--- src/rtl/rules9_seq.sv ---
// rtl/rules9_seq.sv - serial 3x3 fuzzy rule scheduler: min() weights, sum_w and sum_w*c accumulation
// Optional FUZZY_SEQ_WMAX_EN adds w_max / w_max_idx outputs (strongest rule, lowest index on ties).
module rules9_seq #(
    parameter int MU_W  = 16,
    parameter int C_W   = 16,
    parameter int SW_W  = 20,
    parameter int SWC_W = 40
) (
    input  logic                    clk,
    input  logic                    rst_n,
    input  logic                    in_valid,
    output logic                    in_ready,
    input  logic [MU_W-1:0]         muT_neg,
    input  logic [MU_W-1:0]         muT_zero,
    input  logic [MU_W-1:0]         muT_pos,
    input  logic [MU_W-1:0]         muD_neg,
    input  logic [MU_W-1:0]         muD_zero,
    input  logic [MU_W-1:0]         muD_pos,
    input  logic                    cfg_we,
    input  logic [3:0]              cfg_addr,
    input  logic signed [C_W-1:0]   cfg_data,
    output logic                    busy,
    output logic                    out_valid,
    input  logic                    out_ready,
    output logic [SW_W-1:0]         sum_w,
    output logic signed [SWC_W-1:0] sum_wc
`ifdef FUZZY_SEQ_WMAX_EN
    ,
    output logic [MU_W-1:0]         w_max,
    output logic [3:0]              w_max_idx
`endif
);

    localparam int P_W = MU_W + C_W + 1;

    typedef enum logic [1:0] {S_IDLE, S_RUN, S_DONE} state_t;

    state_t                  r_state;
    state_t                  w_next;
    logic [MU_W-1:0]         r_mu_t [0:2];
    logic [MU_W-1:0]         r_mu_d [0:2];
    logic signed [C_W-1:0]   r_cons [0:8];
    logic [3:0]              r_idx;
    logic                    r_pv;
    logic [MU_W-1:0]         r_pw;
    logic signed [P_W-1:0]   r_pprod;
    logic [SW_W-1:0]         r_sum_w;
    logic signed [SWC_W-1:0] r_sum_wc;
`ifdef FUZZY_SEQ_WMAX_EN
    logic [3:0]              r_pidx;
    logic [MU_W-1:0]         r_wmax;
    logic [3:0]              r_wmax_idx;
`endif

    logic                    w_accept;
    logic                    w_cfg_wr;
    logic [3:0]              w_td;
    logic [3:0]              w_cidx;
    logic [MU_W-1:0]         w_a;
    logic [MU_W-1:0]         w_b;
    logic [MU_W-1:0]         w_w;
    logic signed [C_W-1:0]   w_c;
    logic signed [P_W-1:0]   w_wx;
    logic signed [P_W-1:0]   w_cx;
    logic signed [P_W-1:0]   w_prod;

    assign w_accept = in_valid && (r_state == S_IDLE);
    assign w_cfg_wr = cfg_we && (r_state == S_IDLE) && (cfg_addr < 4'd9);

    // Rule k = 3*i + j: upper two bits select the T set, lower two the dT set.
    always_comb begin
        w_td = 4'b0000;
        case (r_idx)
            4'd0:    w_td = 4'b0000;
            4'd1:    w_td = 4'b0001;
            4'd2:    w_td = 4'b0010;
            4'd3:    w_td = 4'b0100;
            4'd4:    w_td = 4'b0101;
            4'd5:    w_td = 4'b0110;
            4'd6:    w_td = 4'b1000;
            4'd7:    w_td = 4'b1001;
            4'd8:    w_td = 4'b1010;
            default: w_td = 4'b0000;
        endcase
    end

    assign w_cidx = (r_idx < 4'd9) ? r_idx : 4'd0;
    assign w_a    = r_mu_t[w_td[3:2]];
    assign w_b    = r_mu_d[w_td[1:0]];
    assign w_w    = (w_a < w_b) ? w_a : w_b;
    assign w_c    = r_cons[w_cidx];
    assign w_wx   = $signed({{C_W{1'b0}}, 1'b0, w_w});
    assign w_cx   = {{(MU_W+1){w_c[C_W-1]}}, w_c};
    assign w_prod = w_wx * w_cx;

    always_comb begin
        w_next = r_state;
        case (r_state)
            S_IDLE:  if (w_accept) w_next = S_RUN;
            S_RUN:   if (r_idx == 4'd9) w_next = S_DONE;
            S_DONE:  if (out_ready) w_next = S_IDLE;
            default: w_next = S_IDLE;
        endcase
    end

    always_ff @(posedge clk or negedge rst_n) begin
        if (!rst_n) begin
            r_state <= S_IDLE;
        end else begin
            r_state <= w_next;
        end
    end

    // Two-stage datapath: min/multiply registered, then accumulated one cycle later.
    always_ff @(posedge clk or negedge rst_n) begin
        if (!rst_n) begin
            for (int k = 0; k < 3; k++) begin
                r_mu_t[k] <= '0;
                r_mu_d[k] <= '0;
            end
            for (int k = 0; k < 9; k++) begin
                r_cons[k] <= '0;
            end
            r_idx    <= '0;
            r_pv     <= 1'b0;
            r_pw     <= '0;
            r_pprod  <= '0;
            r_sum_w  <= '0;
            r_sum_wc <= '0;
`ifdef FUZZY_SEQ_WMAX_EN
            r_pidx     <= '0;
            r_wmax     <= '0;
            r_wmax_idx <= '0;
`endif
        end else begin
            if (w_cfg_wr) begin
                r_cons[cfg_addr] <= cfg_data;
            end
            if (w_accept) begin
                r_mu_t[0] <= muT_neg;
                r_mu_t[1] <= muT_zero;
                r_mu_t[2] <= muT_pos;
                r_mu_d[0] <= muD_neg;
                r_mu_d[1] <= muD_zero;
                r_mu_d[2] <= muD_pos;
                r_idx     <= '0;
                r_pv      <= 1'b0;
                r_sum_w   <= '0;
                r_sum_wc  <= '0;
`ifdef FUZZY_SEQ_WMAX_EN
                r_wmax     <= '0;
                r_wmax_idx <= '0;
`endif
            end else if (r_state == S_RUN) begin
                if (r_idx < 4'd9) begin
                    r_pv    <= 1'b1;
                    r_pw    <= w_w;
                    r_pprod <= w_prod;
                    r_idx   <= r_idx + 4'd1;
`ifdef FUZZY_SEQ_WMAX_EN
                    r_pidx  <= r_idx;
`endif
                end else begin
                    r_pv <= 1'b0;
                end
                if (r_pv) begin
                    r_sum_w  <= r_sum_w + {{(SW_W-MU_W){1'b0}}, r_pw};
                    r_sum_wc <= r_sum_wc + {{(SWC_W-P_W){r_pprod[P_W-1]}}, r_pprod};
`ifdef FUZZY_SEQ_WMAX_EN
                    if (r_pw > r_wmax) begin
                        r_wmax     <= r_pw;
                        r_wmax_idx <= r_pidx;
                    end
`endif
                end
            end
        end
    end

    assign in_ready  = (r_state == S_IDLE);
    assign busy      = (r_state != S_IDLE);
    assign out_valid = (r_state == S_DONE);
    assign sum_w     = r_sum_w;
    assign sum_wc    = r_sum_wc;
`ifdef FUZZY_SEQ_WMAX_EN
    assign w_max     = r_wmax;
    assign w_max_idx = r_wmax_idx;
`endif

endmodule

--- config.mk ---
export PLATFORM = sky130hd
export DESIGN_NAME = rules9_seq
export DESIGN_NICKNAME = d
export VERILOG_FILES = /design/src/rtl/rules9_seq.sv
export SDC_FILE = /design/constraint.sdc
export NUM_CORES = 1
export LEC_CHECK = 0
export CAP_MARGIN = 20
export CELL_PAD_IN_SITES_DETAIL_PLACEMENT = 1
export CELL_PAD_IN_SITES_GLOBAL_PLACEMENT = 1
export CORE_UTILIZATION = 48
export DETAILED_ROUTE_END_ITERATION = 6
export GPL_ROUTABILITY_DRIVEN = 0
export HOLD_SLACK_MARGIN = 0.02
export PLACE_DENSITY_LB_ADDON = 0.05
export SLEW_MARGIN = 20
export SYNTH_ARGS = -nofsm -noshare
export SYNTH_HDL_FRONTEND = slang
export SYNTH_SLANG_ARGS = --single-unit
--- constraint.sdc ---
create_clock -name clk -period 13.31 [get_ports clk]
set_input_delay 1.331 -clock clk [delete_from_list [all_inputs] [get_ports clk]]
set_output_delay 1.331 -clock clk [all_outputs]
set_load 0.01 [all_outputs]
==> results_dict.tcl <==
set metrics [dict create \
    portBuffers 183 \
    cts_buffer_depth 3 \
    yosysWarnings 0 \
    max_slew_margin 0.224 \
    rsz0062_at_grt "false" \
    drt_wl_total_um 78200 \
    hold_ws_ps 476 \
    grt.busiest_layer "met2" \
    setup_viol 0 \
    syn_area_mm2 0.0271 \
    finalCriticalPeriod_ps 12100 \
    maxCapViolCount 0 \
    cpMaxStageDelayCell "mux2i_2" \
    htreeDepth 2 \
    vias 20703 \
    dp_hpwl_um 58400 \
    grt_usage 0.282 \
    min-delay-start "r_mu_t[16]" \
    critPathMaxStageDelay_ps 710 \
    synth_ff_type "dfrtp_1" \
    synth_top_family_by_area "adder cells" \
    core-area_mm2 0.0554 \
    synth-seq-area-share 0.329 \
    rows 86 \
    synth_xor_area_frac 0.0229 \
    crit_arrival_ps 12530 \
    dr.pass1.iters 5 \
    clock_sinks 356 \
    grt-ovfl-total 0 \
    tns_ps 0 \
    met1_usage 0.353 \
    cts_made_buffers 43 \
    synth_cell_type_count 77 \
    area_growth_pct 15.7 \
    path_clk_slew_ps 60 \
    fillCellCount 6153 \
    multiInputGateArea_mm2 0.0167 \
    hold_buffers 0 \
    clockRootBuffer "clkbuf_16" \
    syn-mean-instance-area_um2 9.65 \
    grt_pass1_vias 23198 \
    use_met2 0.497 \
    drcViolationCount 0 \
    async_reset_ff_frac 1.00 \
    grt_max_degree 175 \
    ys_ff_latch 356 \
    syn_nets 3321 \
    cp.required_ps 13730 \
    postPlaceCellArea_mm2 0.0298 \
    rr_startpoint "r_idx[0]" \
    drive_above_1_share 0.113 \
    crit_type "flop to flop" \
    wl_per_cell_um 20.9 \
    slew_violations 0 \
    dieArea_mm2 0.0574 \
    synth_compound_area_frac 0.0954 \
    grt_pass1_wl_um 126000 \
    max_freq_mhz 82.6 \
    drt_iter0_markers 984 \
    ios 184 \
    fin_area_mm2 0.0313 \
    finClkSkew_ps 25.0 \
    synth_edf_count 0 \
    layout.nets 3472 \
    regArea_mm2 0.00891 \
    hold_viol_final 0 \
    antenna_found_initial 2 \
    met3_usage 0.0368 \
    synthMuxAreaShare 0.116 \
    detail-route-antenna-nets 0 \
    cts_resized 0 \
    cts_tree "built" \
    post-route-period-util 0.909 \
    cp-start-kind "flop" \
    path_max_fanout 27 \
    vias_per_cell 5.53 \
    insertion_delay_ps 590 \
    end_kind "flop" \
    post_cts_buffers 0 \
    status "complete, no violations" \
    synthSimpleGateAreaFrac 0.142 \
    hp-class "flop to flop" \
    worst_slew_pin_slew_ps 1140 \
    start_util 0.489 \
    synthCells 2807 \
    crit_start "r_idx[0]" \
    die_x_um 240 \
    die_h_um 240 \
    yosys.area_share.adder 0.236 \
]
## through the flow
stage           util  std cells  setup slack, ps
2_1_floorplan      -       2807             2730
3_3_place_gp   0.536       3655             1730
3_5_place_dp   0.537       3660             1200
4_1_cts        0.565       3740             1190
5_1_grt        0.566       3741              585
6_report       0.566       3742             1210
## routing by layer
| layer | share of wire | routed length (um) |
|---|---|---|
| met2 | 0.51 | 39500 |
| met3 | 0.037 | 2910 |
| met1 | 0.42 | 32800 |
| met4 | 0.037 | 2900 |
| met5 | 0.00015 | 12 |
## area by class of cell
class | instances | share of cell area
inverter | 299 | 0.0358
tap | 748 | 0.0299
antenna | 1 | 0.0000798
timing repair buffer | 216 | 0.0677
sequential | 356 | 0.284
multi-input combinational | 2042 | 0.532
clock inverter | 17 | 0.00922
clock buffer | 63 | 0.0409
## state kept, by name, summed over array words and instances (netlist names)
register and flops:
r_pprod 33, r_pw 16, r_mu_t 48, sum_w 20, r_mu_d 48, r_state 2, r_cons 144, r_pv 1
r_idx 4, sum_wc 40
## cell families (layout without fill, tap and decap cells)
| family | count (synthesis) | after routing |
|---|---|---|
| AOI/OAI and AO/OA | 419 | 419 |
| xor gates and xnor gates | 71 | 71 |
| adders and majority gates | 393 | 393 |
| buffers and inverters | 409 | 595 |
| DFF | 356 | 356 |
| muxes | 250 | 250 |
| other | 0 | 1 |
| and+or+nand+nor | 909 | 909 |
## worst max-delay path, delay by kind of cell, from the launching register on
kind	cells	cell delay [ps]
mux	1	710
simple gates	6	880
compound gates	17	4230
buf+inv	7	1190
fa+ha+maj	9	4260
flops	1	460
xor+xnor	1	170
## path summary, 6_finish.rpt
check	depth (start not counted)	slack, ps	endpoint
setup reg to reg	41	1210	r_pprod[32]
hold / removal	2	480	r_mu_t[16]
max in group asynchronous	2	11050	r_cons[73]
hold reg to reg	2	480	r_mu_t[16]
setup / recovery	41	1210	r_pprod[32]
min in group asynchronous	1	810	sum_w[1]
## cells in the mapped netlist, types with 8 or more instances
cell type  instances  area, um^2
o21ai_0          150         751
nor2b_1           23         144
mux4_2            32         721
and2_1            32         200
a21oi_1           95         475
o31ai_1            9        67.6
a22oi_1            8        60.1
inv_1            297        1110
nor3_1            15        75.1
xor2_1            37         324
a31oi_1           12        75.1
a211oi_1          13        97.6
nand3_1           20         100
mux2i_2            8         110
o211ai_1           8        60.1
buf_2              8        40.0
ha_1             197        2460
nand2b_1          39         244
nand2_1          597        2240
o21a_1             9        67.6
mux2_2           159        1790
dfrtp_1          356        8910
mux2i_1           48         480
nor2_1           132         495
a21o_1            58         435
and3_1            10        62.6
fa_1             196        3920
xnor2_1           34         298
nand4_1            8        50.1
clkbuf_1          92         345
o21bai_1           8        60.1
## layout by cell type (no fill, tap or decap), types with 9 or more instances in the layout
cell               n
o31ai_1            9
nand3_1           20
mux4_2            32
o21ai_0          150
inv_1            297
o21a_1             9
xor2_1            37
and3_1            10
ha_1             197
nor3_1            14
a21oi_1           91
fa_1             196
a211oi_1          13
nand2_1          595
nor2b_1           23
nand2b_1          39
mux2i_1           48
clkdlybuf4s50_1  182
and2_1            31
clkbuf_8          13
clkbuf_16         43
a21o_1            58
a31oi_1           12
mux2_2           159
nor2_1           130
dfrtp_1          356
buf_4             25
xnor2_1           34
Power is not shown: default switching activity piles up to over one toggle a cycle in this logic, so the estimate is an artifact.
